===== src/rtl/fetch_ctrl.sv =====
// Instruction fetch controller.
// Issues one instruction-memory request at a time, hands the returned word to
// decode with its address, and computes the next fetch address from the
// branch outcome on the decode handshake. A flush redirects fetch. If a
// response is still in flight, it is drained and discarded.
module fetch_ctrl (
    input  logic        clk,
    input  logic        rst,
    input  logic        br,
    input  logic        z,
    input  logic [19:0] extend,
    input  logic        flush,
    input  logic [19:0] flush_pc,
    output logic        imem_req,
    output logic [19:0] imem_addr,
    input  logic        imem_gnt,
    input  logic        imem_rvalid,
    input  logic [19:0] imem_rdata,
    output logic [19:0] ins,
    output logic [19:0] ins_pc,
    output logic        ins_valid,
    input  logic        ins_ready
);

    typedef enum logic [2:0] {
        S_IDLE  = 3'd0,
        S_REQ   = 3'd1,
        S_WAIT  = 3'd2,
        S_HOLD  = 3'd3,
        S_DRAIN = 3'd4
    } state_t;

    state_t      state_q, state_d;
    logic [19:0] pc_q, pc_d;
    logic [19:0] ins_q, ins_d;
    logic [19:0] ins_pc_q, ins_pc_d;
    logic        ins_valid_q, ins_valid_d;

    // Address following the delivered instruction. The word offset is scaled
    // to bytes and everything wraps modulo 2^20.
    function automatic logic [19:0] next_pc(input logic [19:0] cur_pc,
                                            input logic        taken,
                                            input logic [19:0] offs);
        logic [19:0] byte_offs;
        byte_offs = taken ? {offs[17:0], 2'b00} : 20'd0;
        return cur_pc + 20'd4 + byte_offs;
    endfunction

    // Next-state, fetch address and decode-register update.
    always_comb begin
        state_d     = state_q;
        pc_d        = pc_q;
        ins_d       = ins_q;
        ins_pc_d    = ins_pc_q;
        ins_valid_d = ins_valid_q;
        case (state_q)
            S_IDLE: begin
                state_d = S_REQ;
                if (flush) begin
                    pc_d = flush_pc;
                end else begin
                    pc_d = 20'h00000;
                end
            end
            S_REQ: begin
                if (flush) begin
                    // A grant in the flush cycle still launched a read that
                    // must be swallowed.
                    pc_d = flush_pc;
                    if (imem_gnt) begin
                        state_d = S_DRAIN;
                    end else begin
                        state_d = S_REQ;
                    end
                end else if (imem_gnt) begin
                    state_d = S_WAIT;
                end else begin
                    state_d = S_REQ;
                end
            end
            S_WAIT: begin
                if (flush) begin
                    // Data arriving with the flush is dropped on the spot;
                    // otherwise the response is still owed and gets drained.
                    pc_d = flush_pc;
                    if (imem_rvalid) begin
                        state_d = S_REQ;
                    end else begin
                        state_d = S_DRAIN;
                    end
                end else if (imem_rvalid) begin
                    ins_d       = imem_rdata;
                    ins_pc_d    = pc_q;
                    ins_valid_d = 1'b1;
                    state_d     = S_HOLD;
                end else begin
                    state_d = S_WAIT;
                end
            end
            S_HOLD: begin
                if (flush) begin
                    pc_d        = flush_pc;
                    ins_valid_d = 1'b0;
                    state_d     = S_REQ;
                end else if (ins_ready) begin
                    pc_d        = next_pc(ins_pc_q, br && z, extend);
                    ins_valid_d = 1'b0;
                    state_d     = S_REQ;
                end else begin
                    state_d = S_HOLD;
                end
            end
            S_DRAIN: begin
                if (flush) begin
                    pc_d = flush_pc;
                end else begin
                    pc_d = pc_q;
                end
                if (imem_rvalid) begin
                    state_d = S_REQ;
                end else begin
                    state_d = S_DRAIN;
                end
            end
            default: begin
                state_d     = S_IDLE;
                pc_d        = 20'h00000;
                ins_valid_d = 1'b0;
            end
        endcase
    end

    // State and datapath registers with synchronous reset.
    always_ff @(posedge clk) begin
        if (rst) begin
            state_q     <= S_IDLE;
            pc_q        <= 20'h00000;
            ins_q       <= 20'h00000;
            ins_pc_q    <= 20'h00000;
            ins_valid_q <= 1'b0;
        end else begin
            state_q     <= state_d;
            pc_q        <= pc_d;
            ins_q       <= ins_d;
            ins_pc_q    <= ins_pc_d;
            ins_valid_q <= ins_valid_d;
        end
    end

    // A flush (or reset) withdraws a pending request in the same cycle.
    assign imem_req  = (state_q == S_REQ) && !flush && !rst;
    assign imem_addr = pc_q;
    assign ins       = ins_q;
    assign ins_pc    = ins_pc_q;
    assign ins_valid = ins_valid_q;

endmodule

===== config.mk =====
export PLATFORM = sky130hd
export DESIGN_NAME = fetch_ctrl
export DESIGN_NICKNAME = d
export VERILOG_FILES = /design/src/rtl/fetch_ctrl.sv
export SDC_FILE = /design/constraint.sdc
export NUM_CORES = 1
export LEC_CHECK = 0
export BUFFER_PORTS_ARGS = -buffer_cell sky130_fd_sc_hd__buf_4
export CAP_MARGIN = 40
export CORE_MARGIN = 2
export CORE_UTILIZATION = 55
export DETAILED_ROUTE_END_ITERATION = 10
export GPL_TIMING_DRIVEN = 0
export HOLD_SLACK_MARGIN = 0.12
export PLACE_DENSITY = 0.95
export SYNTH_ARGS = -nofsm -noshare
export SYNTH_HDL_FRONTEND = slang
export SYNTH_SLANG_ARGS = --single-unit

===== constraint.sdc =====
create_clock -name clk -period 4.63 [get_ports clk]
set_clock_uncertainty 0.1 [all_clocks]
set_input_delay 1.1575 -clock clk [delete_from_list [all_inputs] [get_ports clk]]
set_output_delay 1.1575 -clock clk [all_outputs]
set_load 0.1 [all_outputs]

==> impl_metrics.py <==
metrics = {
    "setup_path": {
        "worst_path_largest_cell_delay_ns": 0.38,
        "reg2reg_depth": 12,
        "r2r_end": "imem_addr[11]$_SDFFE_PP0P_",
        "critPathKind": "primary input to register",
        "cp.arrival_ns": 3.98,
        "slowest_stage": "fa_1",
        "required_ns": 4.75,
        "ff2ff_setup_slack_ns": 1.75,
        "critPathCaptureType": "register",
        "critPathMaxFanout": 10,
        "cp_cell_sequence": "buf_4 > clkbuf_1 > nand3_1 > ha_1 > inv_1 > ha_1 > inv_1 > fa_1 > nand2b_1 > a21oi_1 > o41ai_2 > xnor2_1 > a222oi_1 > nor3_1",
        "r2r-start": "ins_pc[2]$_SDFFE_PP0P_",
        "cp-start-kind": "primary input",
    },
    "pwr": {
        "powerDensity_mw_per_mm2": 282,
        "ir_worst_vdd_mv": 0.180,
        "clkPwrFrac": 0.387,
        "switching_share": 0.323,
        "pwr-share-comb": 0.212,
        "leakagePower_nw": 2.32,
        "p_int_mw": 0.977,
        "seqPwrFrac": 0.401,
        "switching_power_mw": 0.466,
    },
    "clock_network": {
        "cts_setup_buffers": 0,
        "clkSinkCount": 64,
        "clk_path_buf_depth": 2,
        "h-tree-depth": 3,
        "cts_resized": 0,
        "path_clk_slew_ns": 0.08,
        "cts_root_buf": "clkbuf_8",
        "cts_hold_buffers": 0,
        "cts_tree": "built",
        "cts_buffers": 9,
        "clock_latency_ns": 0.36,
    },
    "finish": {
        "multi_input_area_mm2": 0.00238,
        "diodes": 0,
        "nNetsFinal": 719,
        "fin_util": 0.757,
        "final_common_cell": "buf_4",
        "ff_latch_area_mm2": 0.00128,
        "nFillCells": 502,
        "drive_gt1_frac": 0.272,
        "final_cell_mix": "127 x buf_4, 96 x nand2_1, 65 x a21oi_1, 64 x dfxtp_1, 33 x ha_1",
        "synthToLayoutAreaGrowth_pct": 33.3,
    },
    "timing": {
        "whs_ns": 0.360,
        "max_slew_margin": 0.508,
        "slew_viol_final": 0,
        "min_period_ns": 3.86,
        "finalCritPeriodShare": 0.833,
        "hold_violations": 0,
        "rsz0062_at_grt": "no",
        "tightest_slew_ns": 0.738,
        "final.setup.tns_ns": 0,
        "setup_violations": 0,
        "max_freq_ghz": 0.259,
    },
    "yosys": {
        "async_flop_share": 0,
        "yosysSeqAreaShare": 0.334,
        "synth.top_cell.area_share": 0.334,
        "syn_nets": 582,
        "synth_area_leader_cell": "dfxtp_1",
        "netlist_area_mm2": 0.00384,
        "syn_inst": 480,
        "yosysWarnings": 0,
        "synth.distinct_cells": 65,
        "synth-main-ff-cell": "dfxtp_1",
        "synth_edf_count": 0,
        "ys_top_cells_by_area": "dfxtp_1 33%, ha_1 11%, nand2_1 9.4%",
        "ys_ff_latch": 64,
        "avgSynthCellArea_um2": 7.99,
    },
    "detailed_routing": {
        "vias": 4306,
        "viasPerCell": 6.13,
        "wl_per_cell_um": 17.9,
        "drt_iter0_drc": 432,
        "wl_um": 12600,
        "dr.pass1.iters": 7,
        "drc": 0,
        "ant_nets": 0,
    },
    "die": {
        "dieArea_mm2": 0.00766,
        "core_mm2": 0.00676,
        "initial_core_util": 0.568,
        "row_count": 30,
        "io_pins": 130,
        "die_y_um": 87.5,
        "die_w_um": 87.5,
    },
    "hold_path": {
        "hold_path_class": "register to register",
        "min-delay-start": "ins[14]$_SDFFE_PP0P_",
        "min_path_cells": 2,
        "holdPathEnd": "ins[14]$_SDFFE_PP0P_",
    },
    "outcome": {
        "outcome": "complete, no violations",
    },
    "global_route": {
        "track_usage": 0.323,
        "grt_pass1_wl_um": 19300,
        "grt_pass1_vias": 4129,
        "grt_max_degree": 14,
        "antenna_found_initial": 0,
        "gr-total-overflow": 0,
    },
    "placement": {
        "io_buffers": 126,
        "post-dp-hpwl_um": 9300,
        "gp_congestion": 0.946,
    },
    "job": {
        "cap_viol_max_count": 0,
    },
}
## power groups by stage
stage               Sequential (mW)  Clock, mW  Combinational, mW
global placement              0.590          0              0.293
floorplan                     0.682          0              0.109
global route                  0.580      0.583              0.321
finish                        0.579      0.559              0.305
detailed placement            0.591          0              0.300
CTS                           0.578      0.561              0.302
## final cells by class
class                           count  share of cell area
Inverter                            8             0.00587
Buffer                             33              0.0289
Sequential cell                    64               0.251
Clock inverter                      7              0.0196
Timing Repair Buffer              126               0.185
Multi-Input combinational cell    375               0.466
Tap cell                           80              0.0196
Clock buffer                        9              0.0242
## synth_stat cells, types with 2 or more instances
library cell / number
nand2_1: 96
a21oi_1: 65
dfxtp_1: 64
ha_1: 33
nor2_1: 23
clkbuf_1: 21
and3_1: 17
o21ai_0: 14
nor3_1: 11
buf_2: 10
nand2b_1: 9
xnor2_1: 9
inv_1: 8
a211oi_1: 7
a22oi_1: 7
a222oi_1: 6
a2bb2oi_1: 5
a21o_1: 4
a221oi_1: 4
a22o_1: 4
nand3_1: 4
nand4_1: 4
nand3b_1: 3
nor4_1: 3
a211o_1: 2
a31oi_1: 2
nor2b_1: 2
o211ai_1: 2
o21a_1: 2
o21bai_1: 2
or3_1: 2
xor2_1: 2
## registers in the layout (all words and copies together) (netlist names)
register and cells:
ins_pc 20, imem_addr 20, ins 20, ins_valid 1, state_q 3
## logic make-up after synthesis
kind of cell | share of synthesized area
AOI/OAI and AO/OA | 0.261
xor gates and xnor gates | 0.0251
adders and majority gates | 0.113
buffers and inverters | 0.0463
DFF | 0.334
muxes | 0.00261
and+or+nand+nor | 0.218
## critical path: cells and delay by family
family / cells / cell delay (ns)
compound gates: 3 / 0.81
xor+xnor: 1 / 0.14
fa+ha+maj: 3 / 0.79
buf+inv: 4 / 0.61
simple gates: 3 / 0.45
## routing by layer
metal / track usage / up-vias / part of all wire
li1: - / 2018 / -
met1: 0.397 / 1995 / 0.39
met2: 0.543 / 250 / 0.49
met3: 0.0679 / 43 / 0.084
met4: 0.150 / 0 / 0.033
met5: 0 / - / 0
## worst max path at each step
stage / start / slack (ns) / depth (start not counted) / endpoint
2_1_floorplan: flush / 0.27 / 2 / imem_req
3_3_place_gp: br / 0.61 / 14 / imem_addr[11]$_SDFFE_PP0P_
3_5_place_dp: br / 0.52 / 14 / imem_addr[11]$_SDFFE_PP0P_
4_1_cts: br / 0.84 / 14 / imem_addr[11]$_SDFFE_PP0P_
5_1_grt: z / 0.59 / 14 / imem_addr[11]$_SDFFE_PP0P_
6_report: br / 0.77 / 14 / imem_addr[11]$_SDFFE_PP0P_
## per-stage QoR
step | setup WS (ns) | instances | total power, mW | instance area, um^2
2_1_floorplan | 0.268 | 480 | 0.791 | 3840
3_3_place_gp | 0.609 | 686 | 0.883 | 4890
3_5_place_dp | 0.519 | 686 | 0.891 | 4890
4_1_cts | 0.841 | 702 | 1.44 | 5110
5_1_grt | 0.589 | 702 | 1.48 | 5110
6_report | 0.772 | 702 | 1.44 | 5110
Note: power is estimated with default switching activity, not from simulation.
